**src/rtl/usb_fifo_bridge.sv**
```systemverilog
// Stream bridge between the EZ-USB 16-bit endpoint interface and a wide FIFO on ifclk.
// Define USB_FIFO_BRIDGE_TESTGEN_EN to build the test-pattern generator and rate divider.
module usb_fifo_bridge #(
    parameter int unsigned USB_WIDTH  = 16,
    parameter int unsigned FIFO_WIDTH = 32,
    parameter int unsigned DIV_WIDTH  = 8
) (
    input  logic                  ifclk,
    input  logic                  reset_n,
    input  logic [1:0]            mode,
    input  logic [DIV_WIDTH-1:0]  rate_div,
    input  logic [USB_WIDTH-1:0]  usb_do,
    input  logic                  usb_do_valid,
    output logic                  usb_do_ready,
    output logic [FIFO_WIDTH-1:0] fifo_di,
    output logic                  fifo_wren,
    input  logic                  fifo_full,
    input  logic                  fifo_wrerr,
    input  logic [FIFO_WIDTH-1:0] fifo_do,
    input  logic                  fifo_empty,
    output logic                  fifo_rden,
    input  logic                  fifo_rderr,
    output logic [USB_WIDTH-1:0]  usb_di,
    output logic                  usb_di_valid,
    input  logic                  usb_di_ready,
    input  logic                  err_clr,
    output logic                  wrerr_sticky,
    output logic                  rderr_sticky,
    output logic [31:0]           word_cnt
);

    localparam int unsigned RATIO = FIFO_WIDTH / USB_WIDTH;
    localparam int unsigned CNT_W = (RATIO > 1) ? $clog2(RATIO) : 1;
    localparam logic [CNT_W-1:0] LAST_SLICE = CNT_W'(RATIO - 1);
    localparam logic [1:0] MODE_USB = 2'd0;
`ifdef USB_FIFO_BRIDGE_TESTGEN_EN
    localparam logic [1:0] MODE_GEN = 2'd1;
    localparam logic [1:0] MODE_DIV = 2'd2;
`endif

    typedef enum logic [1:0] {
        UP_IDLE,
        UP_REQ,
        UP_LOAD,
        UP_DRAIN
    } up_state_e;

    logic [1:0]            rst_sync_q;
    logic                  rst_n_i;
    logic                  en_q;

    logic [1:0]            mode_q;
    logic [1:0]            mode_d;
    logic                  mode_chg_c;

    logic                  stall_c;
    logic                  usb_ready_c;
    logic                  sym_vld_c;
    logic [USB_WIDTH-1:0]  sym_c;

    logic [CNT_W-1:0]      slice_q;
    logic [CNT_W-1:0]      slice_d;
    logic [FIFO_WIDTH-1:0] pack_q;
    logic [FIFO_WIDTH-1:0] pack_d;
    logic [FIFO_WIDTH-1:0] word_c;
    logic [FIFO_WIDTH-1:0] wr_data_q;
    logic [FIFO_WIDTH-1:0] wr_data_d;
    logic                  wren_q;
    logic                  wren_d;
    logic [31:0]           word_cnt_q;
    logic [31:0]           word_cnt_d;
    logic                  wrerr_q;
    logic                  wrerr_d;
    logic                  rderr_q;
    logic                  rderr_d;

    up_state_e             up_state_q;
    up_state_e             up_state_d;
    logic [FIFO_WIDTH-1:0] ubuf_q;
    logic [FIFO_WIDTH-1:0] ubuf_d;
    logic [CNT_W-1:0]      uidx_q;
    logic [CNT_W-1:0]      uidx_d;

`ifdef USB_FIFO_BRIDGE_TESTGEN_EN
    logic [USB_WIDTH-1:0]  gen_q;
    logic [USB_WIDTH-1:0]  gen_d;
    logic [DIV_WIDTH-1:0]  div_q;
    logic [DIV_WIDTH-1:0]  div_d;
`else
    logic                  unused_rate_div;
    assign unused_rate_div = ^rate_div;
`endif

    // Reset asserts asynchronously and releases two ifclk edges after reset_n rises.
    always_ff @(posedge ifclk or negedge reset_n) begin
        if (!reset_n) begin
            rst_sync_q <= 2'b00;
        end else begin
            rst_sync_q <= {rst_sync_q[0], 1'b1};
        end
    end

    assign rst_n_i = rst_sync_q[1];

    // Symbol source: USB handshake or internal generator, both frozen while a write is blocked.
    always_comb begin
        mode_d      = mode;
        mode_chg_c  = (mode != mode_q);
        stall_c     = wren_q && fifo_full;
        usb_ready_c = en_q && (mode_q == MODE_USB) && !stall_c;
        sym_vld_c   = usb_ready_c && usb_do_valid;
        sym_c       = usb_do;
`ifdef USB_FIFO_BRIDGE_TESTGEN_EN
        gen_d = gen_q;
        div_d = div_q;
        if (en_q && !stall_c) begin
            if (mode_q == MODE_GEN) begin
                sym_vld_c = 1'b1;
                sym_c     = gen_q;
                gen_d     = gen_q + USB_WIDTH'(1);
            end else if (mode_q == MODE_DIV) begin
                if (div_q == rate_div) begin
                    sym_vld_c = 1'b1;
                    sym_c     = gen_q;
                    gen_d     = gen_q + USB_WIDTH'(1);
                    div_d     = '0;
                end else begin
                    div_d = div_q + DIV_WIDTH'(1);
                end
            end
        end
        if (mode_chg_c) begin
            gen_d = '0;
            div_d = '0;
        end
`endif
    end

    // Packer: symbols shift in from the top so the first lands in the lowest slice.
    always_comb begin
        slice_d    = slice_q;
        pack_d     = pack_q;
        wr_data_d  = wr_data_q;
        wren_d     = wren_q;
        word_cnt_d = word_cnt_q;
        wrerr_d    = wrerr_q;
        rderr_d    = rderr_q;
        word_c     = (pack_q >> USB_WIDTH) |
                     (FIFO_WIDTH'(sym_c) << (FIFO_WIDTH - USB_WIDTH));

        if (wren_q && !fifo_full) begin
            wren_d     = 1'b0;
            word_cnt_d = word_cnt_q + 32'd1;
        end

        if (sym_vld_c) begin
            if (slice_q == LAST_SLICE) begin
                wr_data_d = word_c;
                wren_d    = 1'b1;
                slice_d   = '0;
                pack_d    = '0;
            end else begin
                pack_d  = word_c;
                slice_d = slice_q + CNT_W'(1);
            end
        end

        // A mode change drops the partial word; an already registered write still completes.
        if (mode_chg_c) begin
            slice_d = '0;
            pack_d  = '0;
        end

        if (fifo_wrerr) begin
            wrerr_d = 1'b1;
        end else if (err_clr) begin
            wrerr_d = 1'b0;
        end
        if (fifo_rderr) begin
            rderr_d = 1'b1;
        end else if (err_clr) begin
            rderr_d = 1'b0;
        end
    end

    // Unpacker: one read per buffer, slices drained LSB-first.
    always_comb begin
        up_state_d = up_state_q;
        ubuf_d     = ubuf_q;
        uidx_d     = uidx_q;
        case (up_state_q)
            UP_IDLE: begin
                if (en_q && !fifo_empty) begin
                    up_state_d = UP_REQ;
                end
            end
            UP_REQ: begin
                up_state_d = fifo_empty ? UP_IDLE : UP_LOAD;
            end
            UP_LOAD: begin
                ubuf_d     = fifo_do;
                uidx_d     = '0;
                up_state_d = UP_DRAIN;
            end
            UP_DRAIN: begin
                if (usb_di_ready) begin
                    ubuf_d = ubuf_q >> USB_WIDTH;
                    uidx_d = uidx_q + CNT_W'(1);
                    if (uidx_q == LAST_SLICE) begin
                        uidx_d     = '0;
                        up_state_d = UP_IDLE;
                    end
                end
            end
            default: begin
                up_state_d = UP_IDLE;
            end
        endcase
    end

    always_ff @(posedge ifclk or negedge rst_n_i) begin
        if (!rst_n_i) begin
            en_q       <= 1'b0;
            mode_q     <= 2'd0;
            slice_q    <= '0;
            pack_q     <= '0;
            wr_data_q  <= '0;
            wren_q     <= 1'b0;
            word_cnt_q <= 32'd0;
            wrerr_q    <= 1'b0;
            rderr_q    <= 1'b0;
            up_state_q <= UP_IDLE;
            ubuf_q     <= '0;
            uidx_q     <= '0;
        end else begin
            en_q       <= 1'b1;
            mode_q     <= mode_d;
            slice_q    <= slice_d;
            pack_q     <= pack_d;
            wr_data_q  <= wr_data_d;
            wren_q     <= wren_d;
            word_cnt_q <= word_cnt_d;
            wrerr_q    <= wrerr_d;
            rderr_q    <= rderr_d;
            up_state_q <= up_state_d;
            ubuf_q     <= ubuf_d;
            uidx_q     <= uidx_d;
        end
    end

`ifdef USB_FIFO_BRIDGE_TESTGEN_EN
    always_ff @(posedge ifclk or negedge rst_n_i) begin
        if (!rst_n_i) begin
            gen_q <= '0;
            div_q <= '0;
        end else begin
            gen_q <= gen_d;
            div_q <= div_d;
        end
    end
`endif

    assign usb_do_ready = usb_ready_c;
    assign fifo_di      = wr_data_q;
    assign fifo_wren    = wren_q;
    assign fifo_rden    = (up_state_q == UP_REQ);
    assign usb_di       = ubuf_q[USB_WIDTH-1:0];
    assign usb_di_valid = (up_state_q == UP_DRAIN);
    assign wrerr_sticky = wrerr_q;
    assign rderr_sticky = rderr_q;
    assign word_cnt     = word_cnt_q;

endmodule

```
**config.mk**
```make
export PLATFORM = sky130hd
export DESIGN_NAME = usb_fifo_bridge
export DESIGN_NICKNAME = d
export VERILOG_FILES = /design/src/rtl/usb_fifo_bridge.sv
export SDC_FILE = /design/constraint.sdc
export NUM_CORES = 1
export LEC_CHECK = 0
export CAP_MARGIN = 15
export CORE_MARGIN = 3
export CORE_UTILIZATION = 45
export CTS_BUF_LIST = sky130_fd_sc_hd__clkbuf_4 sky130_fd_sc_hd__clkbuf_8 sky130_fd_sc_hd__clkbuf_16
export DETAILED_ROUTE_END_ITERATION = 8
export PLACE_DENSITY = 0.87
export SYNTH_ARGS = -nofsm -noshare
export SYNTH_HDL_FRONTEND = slang
export SYNTH_SLANG_ARGS = --single-unit
```
**constraint.sdc**
```tcl
create_clock -name ifclk -period 7.5 [get_ports ifclk]
set_clock_uncertainty 0.2 [all_clocks]
set_input_delay 1.5 -clock ifclk [delete_from_list [all_inputs] [get_ports ifclk]]
set_output_delay 1.5 -clock ifclk [all_outputs]
set_load 0.01 [all_outputs]
```
* Word-level counts from Yosys, hierarchy flattened
Index checks and enable logic that the tools add are counted.
Cells by class: muxes and demuxes 22, reductions and logical operators 18, bitwise gates (word level) 1, equality and inequality tests 7, add/sub/neg operators 3
Operators by type and width (count):
- $mux W32 | 4
- $pmux W32 S2 | 1
- $add A32 B1 Y32 const B | 1
- $or A16 B32 Y32 | 1
- $mux W1 | 11
- $mux W2 | 4
- $pmux W2 S4 | 1
- $reduce_bool A2 Y1 | 4
- $logic_and A1 B1 Y1 | 6
- $eq A2 B2 Y1 const B | 2
- $logic_not A2 Y1 | 2
- $ne A2 B1 Y1 const B | 2
- $reduce_and A2 Y1 | 2
- $logic_not A1 Y1 | 3
- $reduce_and A3 Y1 | 1
- $add A1 B1 Y1 const B | 2
- $eq A2 B1 Y1 const B | 1
- $ne A2 B2 Y1 | 1
- $ne A2 B2 Y1 const B | 1
- $pmux W1 S2 | 1
Storage, ports and cells: register bits 140, output and inout port bits 86, word-level logic and storage cells 64, input port bits 67

* Longest topological paths before layout
Gate-level depths: netlist of run 1.
word-level depth 6, mapped depth 5, mapped depth without buffers 5

* Least setup slack after synthesis of run 1
OpenSTA, ideal clock, no wires.
path kind input-to-output, start point input fifo_full, end point output usb_do_ready, stages on the path 2, setup slack 4040 ps, arrival 1760 ps, required time 5800 ps, cell sequence nand2_1 -> and3_1
On the way: cells in the longest elaborated chain, start to end 3
RTL lines:
- start, declared | RTL line 17 | input logic fifo_full,
- $logic_and A1 B1 Y1 | RTL line 109 | stall_c = wren_q && fifo_full;
- $logic_not A1 Y1 | RTL line 110 | usb_ready_c = en_q && (mode_q == MODE_USB) && !stall_c;
- $logic_and A1 B1 Y1 | RTL line 110
- end, declared | RTL line 14 | output logic usb_do_ready,
Every way passes these cells.

* Worst setup path in the final report of run 1
Same ends and word-level chain as after synthesis.

==> results of run 1 <==
state kept, by name, summed over array words and instances (netlist names), named ones only:
name / count
fifo_di: 32
mode_q: 2
slice_q: 1
rst_sync_q: 2
pack_q: 16
fifo_wren: 1
en_q: 1
rderr_sticky: 1
up_state_q: 1
uidx_q: 1
ubuf_q: 32
word_cnt: 32
wrerr_sticky: 1
cell usage after synthesis (5+ instances only):
cell type and count:
dfrtp_1 124, mux2_2 33, a22o_1 32, xnor2_1 29, nor2_1 26, o21ai_0 18, buf_4 17, a21oi_1 16
or3_1 16, nand2_1 14, nand4_1 14, clkbuf_1 10, nand3_1 9, buf_2 7, and3_1 6, inv_1 5
xor2_1 5
cell families after synthesis:
logic type	Yosys count
buf+inv	41
flops	124
other cells	1
fa+ha+maj	1
compound gates	72
mux	33
xor+xnor	34
simple gates	108
how the worst min path moves through the flow:
stage | end | slack, ns | cells past startpoint
finish | ubuf_q[16] | 0.15 | 0
global route | rst_sync_q[1] | 0.18 | 0
CTS | rst_sync_q[1] | 0.17 | 0
detailed placement | rst_sync_q[1] | 0.15 | 0
global placement | rst_sync_q[1] | 0.14 | 0
floorplan | rst_sync_q[1] | 0.13 | 0
critical path, stage by stage:
cell,delay [ns]
clkdlybuf4s50_1,0.44
nand2_1,0.14
and3_1,0.18
clkdlybuf4s50_1,0.54
routing by layer:
layer | part of all wire (%) | global-route usage (%) | vias up
met3 | 8.7 | 8.77 | 21
met1 | 41 | 23.9 | 1872
met5 | 0 | 0 | -
met2 | 48 | 31.0 | 134
met4 | 2.2 | 8.73 | 0
li1 | - | - | 1720
cell type report:
type                       instances  share of cell area (%)
tap                              140                    2.45
inverter                           5                   0.262
timing repair buffer             148                    20.6
multi-input combinational        250                    25.1
clock buffer                      25                    7.40
sequential                       124                    43.4
clock inverter                     6                   0.805
metrics by stage:
stage               hold WS, ns  util (%)
floorplan                 0.131         -
finish                    0.154      65.1
detailed placement        0.146      59.7
global route              0.179      65.1
global placement          0.138      59.7
CTS                       0.171      65.0
power groups by stage:
| stage | clock network [µW] | registers (µW) | logic, µW |
|---|---|---|---|
| after floorplan | 0 | 822 | 306 |
| after global placement | 0 | 854 | 395 |
| after detailed placement | 0 | 861 | 409 |
| after CTS | 808 | 851 | 412 |
| after global routing | 839 | 865 | 453 |
| final | 789 | 851 | 412 |
==> key figures, run 1 <==
Layout
  – Area Overhead vs Synth: 39.5%
  – Fill cells: 812
  – Diode count: 0
  – Fin cells: 698
  – Register area: 0.00311 mm²
  – Most common cell after layout, fill and taps aside: clkdlybuf4s50_1
  – Area of the multi-input gates: 0.00179 mm²
  – Nets: 614
  – Design area: 0.00715 mm²
  – Most frequent cells in the layout: clkdlybuf4s50_1, dfrtp_1, mux2_2
  – Share of cells above drive strength 1: 13.4%

Power
  – Leak: 0.00320 µW
  – Clock share of power: 38.5%
  – Reg power frac: 41.4%
  – Internal power: 1500 µW
  – Sw power: 548 µW
  – VDD IR max: 176 µV
  – Sw frac: 26.7%
  – Comb power frac: 20.1%
  – Pwr Density: 287 mW/mm²
  – Design Power: 2050 µW

Synthesis
  – Post-synth EDFFs: 0
  – Compound-Gate Fraction of Synth Area: 9.62%
  – Largest family of logic cells by synthesized area: simple AND/OR/NAND/NOR gates
  – Post-Synth Simple-Gate Area: 11.9%
  – Avg Cell Area, Syn: 12.4 µm²
  – Synth Flop Type: dfrtp_1
  – Leading area contributor after synthesis: dfrtp_1
  – Mapped Cells: 414
  – Synth Area in XOR/XNOR: 5.81%
  – Post-synthesis mux area share: 7.25%
  – Cell variety after synth: 39
  – Syn. warnings: 0
  – Yosys top cell area share: 60.5%
  – Register area share after synthesis: 60.5%
  – Synth area leaders: dfrtp_1, mux2_2, a22o_1
  – Synthesized-area fraction occupied by adder cells: 0.244%
  – Synthesis-stage register bit count: 124
  – Post-synthesis cell area: 0.00513 mm²
  – Post-synth ARST share: 100%

Drt
  – Routed WL: 11900 µm
  – Vias: 3747
  – DRT antenna net count: 0
  – Iter 0 DRT Violations: 277
  – Drt via density: 5.37
  – DRC: 0
  – Drt first pass iters: 7
  – Post-DR wirelength/cell: 17.0 µm

Placement
  – Post-place instance area: 0.00656 mm²
  – RePlAce Congestion: 0.764
  – Port Buffers: 144
  – DP HPWL: 8310 µm
  – Placed insts: 666
  – Place WS: 2.98 ns

Critical path
  – Worst reg2reg setup slack: 5.18 ns
  – End of the worst register-to-register path: ubuf_q[17]
  – Startpoint Class: input pin
  – CP Capture Type: output port
  – WS Path Type: in2out
  – Critical path arrival: 2.80 ns
  – R2R depth: 2
  – Termination of the worst setup path: usb_do_ready
  – Worst EP required: 5.80 ns
  – CP Launch Point: fifo_full
  – Worst Path Max Fanout: 4

CTS
  – Root Buffer: clkbuf_16
  – CTS max path bufs: 2
  – Setup Buffers After CTS: 0
  – Clock sinks: 124
  – Worst-path clk slew: 0.06 ns
  – TritonCTS clock tree: built
  – H-tree depth: 4
  – Skew-Pair Late Insertion Delay: 0.41 ns
  – Num CTS Buffers: 17
  – CTS resizes: 0
  – Post-CTS Hold Buffers: 0

Global routing
  – Vias in the first global route: 4030
  – Pin count of the biggest net entering global routing: 72
  – Grt ovf: 0
  – Tot GR Track Use: 19.9%
  – First-pass GRT wire length: 20000 µm
  – Initial antenna violation count: 0

Timing
  – TNS Setup: 0 ns
  – Final setup vio count: 0
  – Slew Limit Fails: 0
  – Fin. Hold Viols: 0
  – Period minus WS final: 4.50 ns
  – Slew @ Worst Pin: 1.10 ns
  – Max Fclk: 0.222 GHz
  – RSZ-0062 raised after global routing: false
  – Final period utilization: 60.0%
  – Relative slew margins: 26.1%
  – Smallest setup slack after layout: 3.00 ns

Floorplan
  – Die W: 113 µm
  – Core area: 0.0110 mm²
  – FP Rows: 38
  – I/O Pins: 153
  – Die area: 0.0127 mm²
  – Initial Util: 46.7%
  – Die H: 113 µm

Run status
  – Outcome: finished, final reports clean

Job
  – Max cap viols: 0

Worst hold path
  – Path category of the worst min-delay check: reg2async
(Power assumes the default switching activity.)
==> run 2: changes to the inputs <==
--- a/config.mk
+++ b/config.mk
@@ -7,7 +7,7 @@
 export LEC_CHECK = 0
 export CAP_MARGIN = 15
 export CORE_MARGIN = 3
-export CORE_UTILIZATION = 45
+export CORE_UTILIZATION = 43
 export CTS_BUF_LIST = sky130_fd_sc_hd__clkbuf_4 sky130_fd_sc_hd__clkbuf_8 sky130_fd_sc_hd__clkbuf_16
 export DETAILED_ROUTE_END_ITERATION = 8
 export PLACE_DENSITY = 0.87
==> constraint.sdc (replaced) <==
create_clock -name ifclk -period 3.8 [get_ports ifclk]
set_clock_uncertainty 0.2 [all_clocks]
set_input_delay 0.76 -clock ifclk [delete_from_list [all_inputs] [get_ports ifclk]]
set_output_delay 0.76 -clock ifclk [all_outputs]
set_load 0.01 [all_outputs]
==> run 2 against run 1 <==
Net effect: final area up 0.23%; critical path depth is the same; combinational power is 120% higher; largest power group unchanged.
==> key figures, run 2 (synthesis gave the netlist of run 1 again) <==
Run status
  – Outcome: finished, final reports clean

Timing
  – Relative slew margins: 26.1%
  – TNS Setup: 0 ns
  – Smallest setup slack after layout: 0.734 ns
  – Slew Limit Fails: 0
  – Final setup vio count: 0
  – RSZ-0062 raised after global routing: false
  – Fin. Hold Viols: 0
  – Hold WS: 0.109 ns
  – Final period utilization: 80.7%
  – Slew @ Worst Pin: 1.10 ns
  – Period minus WS final: 3.07 ns
  – Max Fclk: 0.326 GHz

Global routing
  – Tot GR Track Use: 18.5%
  – Initial antenna violation count: 0
  – Grt ovf: 0
  – Pin count of the biggest net entering global routing: 123
  – First-pass GRT wire length: 19100 µm
  – Vias in the first global route: 3829

Drt
  – Routed WL: 11800 µm
  – Vias: 3730
  – DRT antenna net count: 0
  – Post-DR wirelength/cell: 16.8 µm
  – Drt via density: 5.29
  – DRC: 0
  – Iter 0 DRT Violations: 260
  – Drt first pass iters: 4

Critical path
  – Crit-path slowest cell: clkdlybuf4s50_1
  – Startpoint Class: input pin
  – WS Path Type: in2out
  – CP Capture Type: output port
  – Worst EP required: 2.84 ns
  – Worst reg2reg setup slack: 1.55 ns
  – CP cell instances: clkdlybuf4s50_1, nand2_1, and3_1, clkdlybuf4s50_1
  – RR Startpoint: fifo_wren
  – End of the worst register-to-register path: pack_q[31]
  – Most frequent CP cell: clkdlybuf4s50_1
  – Critical path arrival: 2.11 ns
  – Worst Path Max Fanout: 4
  – Max incr delay on CP: 0.55 ns
  – R2R depth: 4

Floorplan
  – Die W: 115 µm
  – I/O Pins: 153
  – Die area: 0.0133 mm²
  – Initial Util: 44.5%
  – Die H: 115 µm
  – FP Rows: 39
  – Core area: 0.0115 mm²

CTS
  – TritonCTS clock tree: built
  – Worst-path clk slew: 0.05 ns
  – CTS max path bufs: 2
  – Skew-Pair Late Insertion Delay: 0.41 ns
  – Post-CTS Hold Buffers: 0
  – CTS resizes: 0
  – H-tree depth: 4
  – Num CTS Buffers: 17
  – Clock sinks: 124
  – Setup Buffers After CTS: 0
  – Root Buffer: clkbuf_16

Worst hold path
  – Path category of the worst min-delay check: reg2async

Layout
  – Most common cell after layout, fill and taps aside: clkdlybuf4s50_1
  – Design area: 0.00717 mm²
  – Diode count: 0
  – Share of cells above drive strength 1: 14.1%
  – Nets: 618
  – Most frequent cells in the layout: clkdlybuf4s50_1, dfrtp_1, mux2_2
  – Area Overhead vs Synth: 39.8%

Job
  – Max cap viols: 0

Placement
  – Place WS: 0.706 ns
  – Port Buffers: 144
  – DP HPWL: 8090 µm
  – RePlAce Congestion: 0.830
  – Post-place instance area: 0.00660 mm²

Power
  – Design Power: 4010 µW
  – VDD IR max: 317 µV
  – Pwr Density: 560 mW/mm²
  – Leak: 0.00321 µW
-- run 2: changes by cell type in the layout (fill, tap and decap cells not counted), sizes merged --
cell    before  now
buf          4    8
clkbuf      25   23
clkinv       4    6
-- run 2: power breakdown --
group	leakage (µW)	internal (µW)	total, µW	switching, µW
Combinational	0.00129	464	901	437
Sequential	0.00164	1510	1620	106
Clock	0.000283	960	1500	537
-- run 2: routing by layer --
metal  up-vias  track usage [%]  part of all wire (%)
met2       131             30.6                    50
li1       1727                -                     -
met3        18             7.42                   7.3
met5         -                0                     0
met1      1854             21.7                    41
met4         0             6.89                   1.3
-- run 2: area by class of cell --
type	count	area, µm²
fillers	884	4350
flip-flops and latches	124	3110
multi-input cells	250	1790
repair buffers	152	1510
clock buffers	23	489
well taps	143	179
clock inverters	8	67.6
inverters	5	18.8
-- run 2: worst max-delay path: cells and delay by family --
| kind | cells | cell delay, ns |
|---|---|---|
| buffers and inverters | 2 | 1.02 |
| AND/OR/NAND/NOR | 2 | 0.32 |
-- run 2: worst max path at each step --
stage	startpoint	endpoint	slack (ns)
final	fifo_full	usb_do_ready	0.73
after global routing	fifo_full	usb_do_ready	0.66
after CTS	fifo_full	usb_do_ready	0.70
after detailed placement	fifo_full	usb_do_ready	0.71
after global placement	fifo_full	usb_do_ready	0.72
after floorplan	rst_sync_q[1]	asynchronous set/reset pin	1.53
-- run 2: stage by stage --
stage,utilization [%],std cells
after floorplan,-,415
final,62.2,705
after global routing,62.2,705
after global placement,57.3,673
after CTS,62.2,704
after detailed placement,57.3,673
==> run 3: changes to the inputs <==
==> constraint.sdc (replaced) <==
create_clock -name ifclk -period 2.75 [get_ports ifclk]
set_clock_uncertainty 0.2 [all_clocks]
set_input_delay 0.55 -clock ifclk [delete_from_list [all_inputs] [get_ports ifclk]]
set_output_delay 0.55 -clock ifclk [all_outputs]
set_load 0.01 [all_outputs]
==> run 3 against run 2 <==
Net effect: via count is 0.21% higher; cell count increased by 0.99%; sequential share of layout area down 0.46 points; worst setup slack lost 0.60 ns; largest cell class unchanged; global-route usage up 0.74 points; first-iteration DRC count decreased by 9.2%.
==> key figures, run 3 (synthesis gave the netlist of run 1 again) <==
Floorplan
  – Die H: 115 µm
  – I/O Pins: 153
  – Initial Util: 44.5%
  – Core area: 0.0115 mm²
  – FP Rows: 39
  – Die area: 0.0133 mm²
  – Die W: 115 µm

Critical path
  – CP cell instances: clkdlybuf4s50_1, nand2_1, and3_1, clkdlybuf4s50_1
  – Worst EP required: 2.00 ns
  – Max incr delay on CP: 0.55 ns
  – Startpoint Class: input pin
  – Worst Path Max Fanout: 4
  – Critical path's top delay family: buffers and inverters
  – Critical path arrival: 1.87 ns
  – WS Path Type: in2out
  – CP Capture Type: output port
  – Most frequent CP cell: clkdlybuf4s50_1
  – Bufs and invs on worst path: 2
  – Crit-path slowest cell: clkdlybuf4s50_1

Placement
  – Place WS: -0.192 ns
  – Post-place instance area: 0.00666 mm²
  – Port Buffers: 144
  – DP HPWL: 8440 µm
  – RePlAce Congestion: 0.836

Timing
  – Final period utilization: 95.2%
  – Period minus WS final: 2.62 ns
  – Smallest setup slack after layout: 0.131 ns
  – Slew Limit Fails: 0
  – RSZ-0062 raised after global routing: false
  – Slew @ Worst Pin: 1.08 ns
  – Fin. Hold Viols: 0
  – Relative slew margins: 27.2%
  – Final setup vio count: 0
  – Max Fclk: 0.382 GHz

Drt
  – Vias: 3738
  – DRT antenna net count: 0
  – Routed WL: 11900 µm
  – Post-DR wirelength/cell: 16.8 µm
  – Drt via density: 5.25
  – DRC: 0
  – Iter 0 DRT Violations: 236
  – Drt first pass iters: 4

Power
  – VDD IR max: 335 µV
  – Pwr Density: 778 mW/mm²
  – Design Power: 5640 µW
  – Leak: 0.00324 µW

Layout
  – Diode count: 0
  – Fill cells: 916
  – Share of cells above drive strength 1: 15.1%
  – Nets: 624
  – Register area: 0.00311 mm²
  – Design area: 0.00725 mm²
  – Most common cell after layout, fill and taps aside: clkdlybuf4s50_1
  – Area Overhead vs Synth: 41.3%
  – Most frequent cells in the layout: clkdlybuf4s50_1, dfrtp_1, mux2_2
  – Area of the multi-input gates: 0.00179 mm²

Global routing
  – Tot GR Track Use: 19.2%
  – Grt ovf: 0
  – Pin count of the biggest net entering global routing: 55
  – Initial antenna violation count: 0
  – Vias in the first global route: 3992
  – First-pass GRT wire length: 20200 µm

CTS
  – Skew-Pair Late Insertion Delay: 0.41 ns
  – CTS max path bufs: 2
  – Post-CTS Hold Buffers: 0
  – Clock sinks: 124
  – TritonCTS clock tree: built
  – Num CTS Buffers: 17
  – Root Buffer: clkbuf_16
  – H-tree depth: 4
  – Setup Buffers After CTS: 0
  – Worst-path clk slew: 0.05 ns
  – CTS resizes: 0

Job
  – Max cap viols: 0

Worst hold path
  – Path category of the worst min-delay check: in2async

Run status
  – Outcome: finished, final reports clean
[run 3: cell types whose count changed in the layout (fill, tap and decap cells not counted)]
cell,before,now
buf_4,7,12
clkbuf_4,3,2
clkinv_2,6,5
clkbuf_8,3,1
clkinvlp_4,1,5
buf_12,1,2
bufinv_16,1,2
[run 3: power breakdown]
| group | internal, µW | switching, µW | leakage [µW] |
|---|---|---|---|
| clock network | 1370 | 791 | 0.000274 |
| logic | 651 | 572 | 0.00133 |
| registers | 2090 | 170 | 0.00164 |
[run 3: final cells by class]
| class | count | share of cell area (%) |
|---|---|---|
| Clock inverter | 12 | 1.69 |
| Tap cell | 143 | 2.47 |
| Inverter | 5 | 0.259 |
| Sequential cell | 124 | 42.9 |
| Timing Repair Buffer | 158 | 21.7 |
| Multi-Input combinational cell | 250 | 24.7 |
| Clock buffer | 20 | 6.27 |
[run 3: routing by layer]
layer	GRT usage, %	part of all wire [%]
met1	24.0	42
met2	31.1	50
met3	6.95	6.8
met4	6.73	0.81
met5	0	0
[run 3: final timing paths]
kind                                from             to  slack, ns  depth (start not counted)
max                            fifo_full   usb_do_ready       0.13                          4
min                              reset_n  rst_sync_q[1]       0.10                          1
max reg2reg                up_state_q[0]     ubuf_q[24]       0.56                          4
min reg2reg                rst_sync_q[1]      ubuf_q[4]       0.15                          0
max in group asynchronous  rst_sync_q[1]     ubuf_q[26]       1.47                          1
min in group ifclk         rst_sync_q[0]  rst_sync_q[1]       0.16                          0
[run 3: per-stage QoR]
step	util (%)	hold slack, ns	TNS, ns	std cells
6_report	62.9	0.104	0	712
5_1_grt	62.9	0.0919	0	712
4_1_cts	62.9	0.0917	0	711
3_5_place_dp	57.8	0.149	-2.75	679
3_3_place_gp	57.8	0.138	-1.42	679
2_1_floorplan	-	0.0544	0	415
==> variant 1 (settings of run 1) <==
Change the localparam `MODE_USB` from 2'd0 to 2'd1.
--- a/src/rtl/usb_fifo_bridge.sv
+++ b/src/rtl/usb_fifo_bridge.sv
@@ -33,5 +33,5 @@
     localparam int unsigned CNT_W = (RATIO > 1) ? $clog2(RATIO) : 1;
     localparam logic [CNT_W-1:0] LAST_SLICE = CNT_W'(RATIO - 1);
-    localparam logic [1:0] MODE_USB = 2'd0;
+    localparam logic [1:0] MODE_USB = 2'd1;
 `ifdef USB_FIFO_BRIDGE_TESTGEN_EN
     localparam logic [1:0] MODE_GEN = 2'd1;
Check against the original RTL: not equivalent (Yosys sat finds a counterexample within 4 cycles, from zero or initial values and one cycle with reset_n low).
==> variant 1 against run 1 <==
- critical path depth is the same
- cell area rose by 0.28%
- total power increased by 1.8%
- wire length is 1.9% higher
- setup slack improved by 0.013 ns
- maximum frequency is 0.30% higher
- area after synthesis about the same
- sequential share of layout area fell by 0.12 points
- sequential cell count unchanged
- first-iteration DRC count shrank 5.8%
==> variant 1: results (changes against run 1) <==
grt met2 use 0.331 (+0.0205); starting DRC count in detailed routing 261 (-5.8%); layout cell share with drive strength beyond 1 0.134 (unchanged); gr usage total 0.199 (+0.000479); placed wire-length estimate 8490 um (+2.2%); crit path DAT 2.79 ns (about the same); DRT Wirelength 12,100 um (+1.9%); final net count 614 (unchanged); Pleak 3.19 nW (-0.21%); Seq/Total Area, Yosys 0.605 (about the same); hold crit path type reg2async; Commonest cells post-synth dfrtp_1 (124), mux2_2 (33), a22o_1 (32), xnor2_1 (29), nor2_1 (25); number of global-route vias before repair 3,986 (-1.1%); clock network latency to the later pin of the worst-skew pair 0.41 ns (about the same); maximum vdd drop 222 uV (+26%); status finished clean; Initial DRT Pass Iterations 5 (-2); Worst-path clk slew approximately 0.05 ns; Async S/R FF share, synth 1.00 (unchanged); first-pass GRT wire length 20,000 um (+0.11%); initial antenna violation count 0 (unchanged); ant diodes 0 (unchanged); Slew @ Worst Pin 1.10 ns (-0.00329 ns); global routing usage on met1 0.228 (-0.0107); Fillers 826 (+1.7%); Via density 5.36 (-0.16%); met3 Use GR 0.0914 (+0.00374); routability cong. 0.786 (+2.9%); switching power 0.561 mW (+2.4%); largest cells by area after synthesis dfrtp_1 (61%), mux2_2 (7.2%), a22o_1 (5.5%)
==> variant 1: cell count changes after synthesis, sizes merged <==
cell	delta
nor2	-1
nor2b	+1
==> variant 1: per-stage QoR <==
step	hold slack (ns)	total power, mW	setup WS, ns	std cells	instance area (um2)
after floorplan	0.131	1.13	3.59	415	5130
after global placement	0.140	1.24	2.97	665	6550
after detailed placement	0.165	1.26	2.98	665	6550
after CTS	0.178	2.10	2.98	696	7160
after global routing	0.180	2.19	2.93	698	7170
final	0.167	2.09	3.01	698	7170
==> variant 1: power groups by stage <==
stage,Clock [mW],Sequential [mW],Combinational [mW]
floorplan,0,0.822,0.306
global placement,0,0.854,0.390
detailed placement,0,0.860,0.404
CTS,0.841,0.849,0.408
global route,0.880,0.864,0.451
finish,0.825,0.851,0.413
==> variant 1: path summary, 6_finish.rpt <==
kind	start	end	slack, ns	depth (start not counted)
worst min-delay path	rst_sync_q[1]	mode_q[0]	0.17	0
min in group ifclk	rst_sync_q[0]	rst_sync_q[1]	0.18	0
worst max-delay path	fifo_full	usb_do_ready	3.01	4
max in group asynchronous	rst_sync_q[1]	pack_q[19]	5.59	1
worst min register to register	rst_sync_q[1]	mode_q[0]	0.17	0
worst max register to register	up_state_q[0]	ubuf_q[25]	5.10	4
==> variant 1: metal layers <==
layer | vias up | routed length [um] | part of all wire
met4 | 0 | 172 | 0.014
li1 | 1723 | - | -
met5 | - | 0 | 0
met1 | 1866 | 4780 | 0.40
met3 | 15 | 1030 | 0.085
met2 | 137 | 6110 | 0.51
==> variant 1: cell families (layout without fill, tap and decap cells) <==
logic type      Yosys count  count (layout)  synth area share
mux                      33              33            0.0725
other cells               1               2          0.000731
flops                   124             124             0.605
fa+ha+maj                 1               1           0.00244
simple gates            108             108             0.120
xor+xnor                 34              34            0.0581
buf+inv                  41             184            0.0456
compound gates           72              72            0.0961
==> variant 1: worst max-delay path: stages <==
cell	delay (ns)
clkdlybuf4s50_1	0.45
nand2_1	0.14
and3_1	0.17
clkdlybuf4s50_1	0.54
==> variant 1: final cells by class <==
cell class,count,share of cell area
sequential,124,0.433
multi-input combinational,250,0.250
timing repair buffer,148,0.205
clock buffer,20,0.0642
tap,140,0.0244
clock inverter,11,0.0201
inverter,5,0.00262
==> variant 2 (flow settings as in run 1) <==
Without the edit above. Register the output `word_cnt` once more, with the module's reset; this adds one clock of latency there. The other outputs are not delayed to match.
--- a/src/rtl/usb_fifo_bridge.sv
+++ b/src/rtl/usb_fifo_bridge.sv
@@ -269,5 +269,11 @@
     assign wrerr_sticky = wrerr_q;
     assign rderr_sticky = rderr_q;
-    assign word_cnt     = word_cnt_q;
+    always_ff @(posedge ifclk or negedge reset_n) begin
+        if (!reset_n) begin
+            word_cnt <= '0;
+        end else begin
+            word_cnt <= word_cnt_q;
+        end
+    end
 
 endmodule
Function: changed (a bounded check fails within 10 cycles, from zero or initial values and one cycle with reset_n low).
==> variant 2 against run 1 <==
- total power up 14%
- count of clock-buffer cells in the layout fell by 8
- cell area increased by 12%
- via count is 4.0% higher
- critical path depth is the same
- non-clock buffer count grew 3
- setup slack worse by 0.014 ns
- global-route usage shrank 1.7 points
- die area is 14% higher
- sequential cell count rose by 32
- wire length up 7.5%
- sequential share of layout area grew 5.2 points
- area after synthesis increased by 15%
- largest power group unchanged
- highest routed layer unchanged
==> variant 2: results (changes against run 1) <==
final cycle utilization of the critical path 0.602 (+0.00184); Pint 1.70 mW (+13%); placed wire-length estimate 8860 um (+6.6%); Max stage delay on crit path 0.56 ns (+0.02 ns); Inst Count DP 730 (+9.6%); layout cell share with drive strength beyond 1 0.133 (-0.00119); Post-Synthesis Cells 443 (+7.0%); crit path DAT 2.82 ns (+0.02 ns); final net count 648 (+5.5%); Post-DP Area 0.00740 mm2 (+13%); gr usage total 0.182 (-0.0170); Fillers 1,005 (+24%); Slew @ Worst Pin 1.15 ns (+0.0464 ns); largest net degree at the start of global routing 69 (-4.2%); starting DRC count in detailed routing 190 (-31%); hold crit path type reg2reg; routability cong. 0.808 (+5.8%); final core utilization 0.632 (-0.0193); Yosys cell types 35 (-10%); wire per inst 16.7 um (-1.9%); Pleak 3.67 nW (+15%); worst reg2reg setup slack 5.24 ns (+0.06 ns); Seq/Total Area, Yosys 0.660 (+0.0551); largest cells by area after synthesis dfrtp_1 (66%), mux2_2 (6.3%), a22o_1 (4.7%); DRT Wirelength 12,800 um (+7.5%); maximum vdd drop 239 uV (+35%); Placement Setup Slack 2.96 ns (-0.0270 ns); hold slack 0.150 ns (-0.00380 ns); status finished clean; setup TNS 0 ns (unchanged); Async S/R FF share, synth 1.00 (unchanged); number of global-route vias before repair 4,116 (+2.1%); clock buffer count from CTS 17 (unchanged); first-pass GRT wire length 20,700 um (+3.6%); Initial DRT Pass Iterations 4 (-3); Via density 5.10 (-5.1%); met1 WL 5220 um (+7.8%); routed wl met2 6640 um (+16%); met3 WL 633 um (-39%)
-- variant 2: changes by cell type in the layout (fill, tap and decap cells not counted), moves of 3 or more --
cell        change
dfrtp_1        +32
nand2_1         +4
nor3_1          +3
clkbuf_8        -7
nand4_1         -5
inv_6           +5
clkinvlp_4      +3
nand3_1         +4
-- variant 2: worst paths after layout --
| kind | cells past startpoint | end | start |
|---|---|---|---|
| min in group asynchronous | 0 | word_cnt_q[29] | rst_sync_q[1] |
| setup reg to reg | 4 | pack_q[16] | fifo_wren |
| setup / recovery | 4 | usb_do_ready | fifo_full |
| max in group asynchronous | 2 | rst_sync_q[1] | reset_n |
| hold reg to reg | 0 | rst_sync_q[1] | rst_sync_q[0] |
| hold / removal | 0 | rst_sync_q[1] | rst_sync_q[0] |
-- variant 2: logic make-up (layout without fill, tap and decap cells) --
kind of cell | count (synthesis) | count (layout) | share of synthesized area
DFF | 156 | 156 | 0.660
and+or+nand+nor | 108 | 108 | 0.103
AOI/OAI and AO/OA | 72 | 72 | 0.0834
buffers and inverters | 38 | 187 | 0.0368
xor gates and xnor gates | 34 | 34 | 0.0504
muxes | 33 | 33 | 0.0629
adders and majority gates | 1 | 1 | 0.00212
other | 1 | 2 | 0.000634
-- variant 2: metal layers --
metal  up-vias  track usage
met5         -            0
met4         0       0.0786
met3        20       0.0505
met2       114        0.310
met1      1952        0.215
li1       1812            -
-- variant 2: power groups by stage --
stage	combinational, mW	sequential (mW)	clock (mW)
2_1_floorplan	0.306	0.999	0
3_3_place_gp	0.392	1.03	0
3_5_place_dp	0.414	1.04	0
4_1_cts	0.416	1.03	0.899
5_1_grt	0.466	1.04	0.934
6_report	0.425	1.03	0.880
-- variant 2: cell type report --
class | instances | area share
Sequential cell | 156 | 0.486
Tap cell | 172 | 0.0268
Clock buffer | 17 | 0.0529
Inverter | 4 | 0.00187
Multi-Input combinational cell | 250 | 0.223
Timing Repair Buffer | 151 | 0.186
Clock inverter | 15 | 0.0230
